`config.mk`:
```
export PLATFORM = sky130hd
export DESIGN_NAME = exec_controller
export DESIGN_NICKNAME = d
export VERILOG_FILES = /design/src/rtl/exec_ctrl_pkg.sv /design/src/rtl/button_debouncer.sv /design/src/rtl/exec_controller.sv
export SDC_FILE = /design/constraint.sdc
export NUM_CORES = 1
export LEC_CHECK = 0
export BUFFER_PORTS_ARGS = -buffer_cell sky130_fd_sc_hd__buf_4
export CORE_MARGIN = 1
export CORE_UTILIZATION = 34
export CTS_BUF_LIST = sky130_fd_sc_hd__clkbuf_8
export CTS_CLUSTER_SIZE = 30
export DETAILED_ROUTE_END_ITERATION = 10
export PLACE_DENSITY = 0.55
export SLEW_MARGIN = 0
export SYNTH_ARGS = -nofsm -noshare
export SYNTH_HDL_FRONTEND = slang
export SYNTH_SLANG_ARGS = --single-unit
```
`constraint.sdc`:
```
create_clock -name clk -period 1.75 [get_ports clk]
set_input_delay 0.35 -clock clk [delete_from_list [all_inputs] [get_ports clk]]
set_output_delay 0.35 -clock clk [all_outputs]
set_load 0.02 [all_outputs]
```
`src/rtl/exec_ctrl_pkg.sv`:
```
// exec_ctrl_pkg: processor run/debug sequencer state encoding and default parameter values
package exec_ctrl_pkg;
  typedef enum logic [2:0] {OFF = 3'd0, RUN = 3'd1, DBG_WAIT = 3'd2, DBG_STEP = 3'd3, HALT = 3'd4} exec_state_t;
  localparam logic [31:0] DEF_END_PC = 32'h0000_00FC;
  localparam int DEF_DEB_CYCLES = 500000;
endpackage

```
`src/rtl/button_debouncer.sv`:
```
// button_debouncer: 2-flop sync + debounce of btn, step_req pulses one clk on each debounced rising edge (clk, rst active-low async, btn, step_req)
module button_debouncer import exec_ctrl_pkg::*; #(
  parameter int DEB_CYCLES = DEF_DEB_CYCLES
) (
  input  logic clk,
  input  logic rst,
  input  logic btn,
  output logic step_req
);
  localparam int CW = $clog2(DEB_CYCLES + 1);
  logic [1:0] sync;
  logic [CW-1:0] cnt;
  logic db, db_q;
  always_ff @(posedge clk or negedge rst)
    if (!rst) begin
      sync <= '0;
      cnt <= '0;
      db <= 1'b0;
      db_q <= 1'b0;
    end else begin
      sync <= {sync[0], btn};
      db_q <= db;
      if (sync[1] == db) cnt <= '0;
      else if (cnt == CW'(DEB_CYCLES - 1)) begin
        db <= sync[1];
        cnt <= '0;
      end else cnt <= cnt + CW'(1);
    end
  assign step_req = db & ~db_q;
endmodule

```
`src/rtl/exec_controller.sv`:
```
// exec_controller: glitch-free processor clock enable with free-run, single-step and halt at END_PC (clk, rst active-low async, pwr/dbg/stp async inputs, pc; run_en, halted, cycle_count, state_led, out)
module exec_controller import exec_ctrl_pkg::*; #(
  parameter int N = 32,
  parameter logic [N-1:0] END_PC = N'(DEF_END_PC),
  parameter int DEB_CYCLES = DEF_DEB_CYCLES,
  parameter int STEP_CYCLES = 1
) (
  input  logic clk,
  input  logic rst,
  input  logic pwr,
  input  logic dbg,
  input  logic stp,
  input  logic [N-1:0] pc,
  output logic run_en,
  output logic halted,
  output logic [N-1:0] cycle_count,
  output logic [2:0] state_led,
  output logic out
);
  exec_state_t state;
  logic [1:0] pwr_sync, dbg_sync;
  logic pwr_prev, pwr_fall, step_req;
  logic [7:0] step_cnt;
  button_debouncer #(.DEB_CYCLES(DEB_CYCLES)) u_stp (.clk(clk), .rst(rst), .btn(stp), .step_req(step_req));
  always_ff @(posedge clk or negedge rst)
    if (!rst) begin
      pwr_sync <= '0;
      dbg_sync <= '0;
      pwr_prev <= 1'b0;
      pwr_fall <= 1'b0;
      step_cnt <= '0;
      cycle_count <= '0;
      state <= OFF;
    end else begin
      pwr_sync <= {pwr_sync[0], pwr};
      dbg_sync <= {dbg_sync[0], dbg};
      pwr_prev <= pwr_sync[1];
      pwr_fall <= pwr_prev & ~pwr_sync[1];
      if (run_en && cycle_count != '1) cycle_count <= cycle_count + N'(1);
      case (state)
        OFF: if (pwr_fall) state <= dbg_sync[1] ? DBG_WAIT : RUN;
        RUN:
          if (pc == END_PC) state <= HALT;
          else if (dbg_sync[1]) state <= DBG_WAIT;
        DBG_WAIT:
          if (!dbg_sync[1]) state <= RUN;
          else if (step_req) begin
            state <= DBG_STEP;
            step_cnt <= 8'(STEP_CYCLES - 1);
          end
        DBG_STEP:
          if (pc == END_PC) state <= HALT;
          else if (step_cnt == 8'd0) state <= DBG_WAIT;
          else step_cnt <= step_cnt - 8'd1;
        default: ;
      endcase
    end
  // encoding puts RUN/DBG_STEP on bit 0 and HALT on bit 2, so both enables are single flop outputs
  assign run_en = state[0];
  assign halted = state[2];
  assign state_led = state;
  assign out = run_en | halted;
endmodule

```
==> impl_summary.md <==
Timing
The count of pins over their slew limit is 0. Final hold analysis gives a worst-case slack of -1.88 ps. Clock skew on the completed layout was measured at 6.86 ps.

Setup repair after global routing could not meet its margin everywhere. The setup slack of the critical path after layout is -42.6 ps. The number of hold violations in the final report came to 2. The tightest slew margin relative to the limit is 62.4%. The period utilization is 102%. The transition time at the pin with the least slew margin is 563 ps. The highest clock frequency the design can meet is between 500 and 600 MHz.

The setup total negative slack is -213 ps. Setup violations remaining at the end of the flow were counted as 7. For the finished layout, the period the worst path requires is about 1800 ps.

GRT
The highest-utilization routing layer at the global route stage is met2. The initial antenna violation count was 0. The overall track demand over capacity in global routing is 16.4%. The first global-routing pass estimated approximately 15000 µm of wire. The largest net degree at the start of global routing is 44. The via count of the first global-routing pass is between 3000 and 4000. The met2 routing resource usage after global routing is between 20% and 30%.

The met1 global-route usage is around 21%. The met3 layer usage reported by global route is slightly above 4%. For this run the aggregate overflow at the end of global routing stands at 0.

Worst setup path
In this design, the stage delay of the slowest critical-path cell is 490 ps. The signal on the critical path passes through ha_4 -> nand3_4 -> or4_4 -> o31ai_4 -> nor4_2 -> xor2_1. The critical path class is reg2reg. The reg-to-reg setup timing slack is -40 ps. The cell count of the worst reg-to-reg path is 6.

The endpoint arrival time on the critical path is roughly 2000 ps. Of all nets on the critical path, the largest fanout is 4. For the worst setup path, the data required time is 1960 ps.

STA classifies the critical path startpoint as a register. The worst register-to-register path begins at cycle_count[0]. The kind of capture point of the worst setup path is a register.

The capturing point of the worst reg2reg path is cycle_count[23]. The worst-path cell with the longest stage delay is sky130_fd_sc_hd__or4_4.

Drt
After detailed routing, the number of vias per cell comes to between 4 and 5. After detailed routing, the average wire length per cell comes to 13.3 µm. The pre-antenna-repair detailed-routing pass consisted of 4 iterations. The routed design has 8460 µm of wire.

In the routed design, unresolved DRC markers number 0. The routed layout has 3046 vias. The first routing iteration left a little over 70 violations. The number of nets with antenna violations after detailed routing is 0.

Yosys
Among all flip-flop cells after synthesis, the most frequent one is sky130_fd_sc_hd__dfrtp_1. The synthesized net count is 391. For this run, asynchronously set or reset flops after synthesis account for 100%. The cell count after synthesis came out at between 300 and 400.

For this run, the register share of the synthesized area comes to 51.3%. After synthesis, the netlist uses between 40 and 50 different library cells. The number of storage elements in the synthesis netlist is ~70. The mean cell area of the mapped netlist is between 10 and 15 µm². The number of enable-type register cells in the synthesized netlist is 0. The number of warnings reported in the yosys synthesis log is 0.

The cell area that synthesis handed to floorplanning was roughly 3500 µm².

Final layout
0 antenna diodes ended up in the layout. The post-route cell area is 5190 µm². The post-layout instance count excluding filler cells is between 600 and 700. The library cells used most frequently in the layout, excluding fill and tap cells, are sky130_fd_sc_hd__buf_4, sky130_fd_sc_hd__dfrtp_1, sky130_fd_sc_hd__nor2_1. The synthesis-to-finish area growth is 47.6%. The share of cells above drive strength 1 is 43.7%. The core utilization of the finished layout is 52.3%. The final-stage net count is about 540.

The most frequent standard cell in the layout excluding fill and tap cells is sky130_fd_sc_hd__buf_4.

CTS
The clock transition time at the flip-flop clock pins of the worst setup and hold paths is about 80 ps. Hold repair after CTS inserted 0 buffers. The cell chosen for the clock root is sky130_fd_sc_hd__clkbuf_8. The clock tree buffer depth is 2. The latest clock arrival within the worst-skew pair is approximately 340 ps. The count of H-tree levels built during CTS is 3. The clock buffer count from CTS is 9. The clock sink total is 72.

TritonCTS built the clock tree.

Pwr
Total power for the finished layout comes to 4.65 mW. Across the VDD grid, the largest voltage drop is approximately 0.59 mV. The clock network power share is just under 30%.

Internal power comes to around 3.2 mW. The combinational power share is 30.1%. For this design the ratio of total power to cell area is 897 nW/µm². For this design the static power due to leakage is roughly 2.4 nW. Per report_power, the sequential group accounts for 41.0% of the total. The power spent charging and discharging nets is 1.45 mW.

Net switching is about 31% of the power.

Hold path
The class of the most critical hold timing path is in2async.

Placed design
The total placed cells including tap cells is approximately 600. The HPWL after detailed placement is ~6300 µm. OpenSTA, run right after detailed placement, puts the worst setup slack at -219 ps.

Once placement finished, the instance area stood at between 4000 and 5000 µm². The congestion estimate from routability-driven global placement came to ~0.81. The number of I/O port buffers is 74.

Die
Once the floorplan was initialized, standard cells occupied between 30% and 40% of the core. The number of top-level design ports is 75. The area enclosed by the die boundary is between 10000 and 15000 µm². The region available for standard cell placement spans just under 10000 µm². The die is just over 100 µm wide. The floorplan die height is 104 µm.

The number of placement rows is 36.

Run
The tool flagged a number of max-cap violations equal to 0.

Status
The flow ran to the end, but the final reports show violations. The final reports fail on hold timing, setup timing.
[how the worst max path moves through the flow]
| stage | start | to | slack, ps | depth (start not counted) |
|---|---|---|---|---|
| final | cycle_count[0] | cycle_count[23] | -40 | 6 |
| after floorplan | cycle_count[0] | cycle_count[23] | -130 | 6 |
| after CTS | cycle_count[0] | cycle_count[29] | -40 | 6 |
| after global routing | u_stp.cnt[0] | u_stp.cnt[18] | -140 | 7 |
| after global placement | pc[13] | state_led[1] | -220 | 6 |
| after detailed placement | pc[16] | state_led[1] | -220 | 6 |
[power groups by stage]
| stage | Combinational (mW) | Clock, mW | Sequential (mW) |
|---|---|---|---|
| 2_1_floorplan | 0.505 | 0 | 2.11 |
| 3_3_place_gp | 1.31 | 0 | 1.94 |
| 3_5_place_dp | 1.33 | 0 | 1.94 |
| 4_1_cts | 1.39 | 1.41 | 1.91 |
| 5_1_grt | 1.53 | 1.47 | 1.92 |
| 6_report | 1.40 | 1.35 | 1.91 |
[Yosys cell counts (2+ instances only)]
master | count | area share, %
sky130_fd_sc_hd__a41oi_1 | 3 | 0.75
sky130_fd_sc_hd__a21o_1 | 3 | 0.64
sky130_fd_sc_hd__nand4_1 | 10 | 1.8
sky130_fd_sc_hd__and3_1 | 7 | 1.2
sky130_fd_sc_hd__nor4b_1 | 3 | 0.75
sky130_fd_sc_hd__nor3b_1 | 2 | 0.43
sky130_fd_sc_hd__nor2b_1 | 2 | 0.36
sky130_fd_sc_hd__a211oi_1 | 3 | 0.64
sky130_fd_sc_hd__xor2_1 | 30 | 7.5
sky130_fd_sc_hd__buf_4 | 2 | 0.43
sky130_fd_sc_hd__inv_1 | 16 | 1.7
sky130_fd_sc_hd__nand3_1 | 27 | 3.8
sky130_fd_sc_hd__mux2_2 | 2 | 0.64
sky130_fd_sc_hd__nand2_1 | 29 | 3.1
sky130_fd_sc_hd__a21oi_1 | 5 | 0.71
sky130_fd_sc_hd__xnor2_1 | 19 | 4.7
sky130_fd_sc_hd__or2_2 | 2 | 0.36
sky130_fd_sc_hd__o211ai_1 | 2 | 0.43
sky130_fd_sc_hd__dfrtp_1 | 72 | 51
sky130_fd_sc_hd__ha_1 | 4 | 1.4
sky130_fd_sc_hd__nand3b_1 | 2 | 0.43
sky130_fd_sc_hd__nor4_1 | 15 | 2.7
sky130_fd_sc_hd__nor2_1 | 39 | 4.2
sky130_fd_sc_hd__and2_1 | 3 | 0.53
sky130_fd_sc_hd__o21ai_0 | 3 | 0.43
sky130_fd_sc_hd__clkbuf_1 | 3 | 0.32
sky130_fd_sc_hd__a31oi_1 | 6 | 1.1
sky130_fd_sc_hd__and4_1 | 4 | 1.0
sky130_fd_sc_hd__buf_2 | 2 | 0.28
sky130_fd_sc_hd__or4_4 | 2 | 0.64
sky130_fd_sc_hd__nor3_1 | 14 | 2.0
[kinds of logic after synthesis]
kind of cell,synth area share (%)
flops,51.3
mux,0.641
simple gates,25.2
buf+inv,3.06
fa+ha+maj,1.42
xor+xnor,12.2
compound gates,6.19
[layout make-up]
class                      instances  area, µm²
clock buffer                      11        151
clock inverter                     5       55.1
fill                             923       4720
inverter                          16       60.1
multi-input combinational        254       1810
sequential                        72       1830
tap                              133        166
timing repair buffer             145       1110
[repair_timing]
item / 4_1_cts / 5_1_grt
setup buffers: 1 / 4
setup endpoints to repair: 18 / 41
pin swaps: 3 / 8
gates resized for setup: 3 / 14
[sequential cells by signal, summed over array words and instances (netlist names)]
name / cells
u_stp.cnt: 19
pwr_prev: 1
dbg_sync: 2
u_stp.sync: 2
pwr_sync: 2
state_led: 3
u_stp.db_q: 1
cycle_count: 32
u_stp.db: 1
step_cnt: 8
pwr_fall: 1
[routing by layer]
layer / up-vias / wire [µm]
met3: 10 / 221
met1: 1471 / 3950
met4: 0 / 72
li1: 1529 / -
met5: - / 0
met2: 36 / 4210
[critical path: cells and delay by family, from the launching register on]
kind | cells | cell delay [ps]
flops | 1 | 400
compound gates | 1 | 310
xor+xnor | 1 | 150
simple gates | 3 | 660
fa+ha+maj | 1 | 150
(Power assumes the default switching activity.)
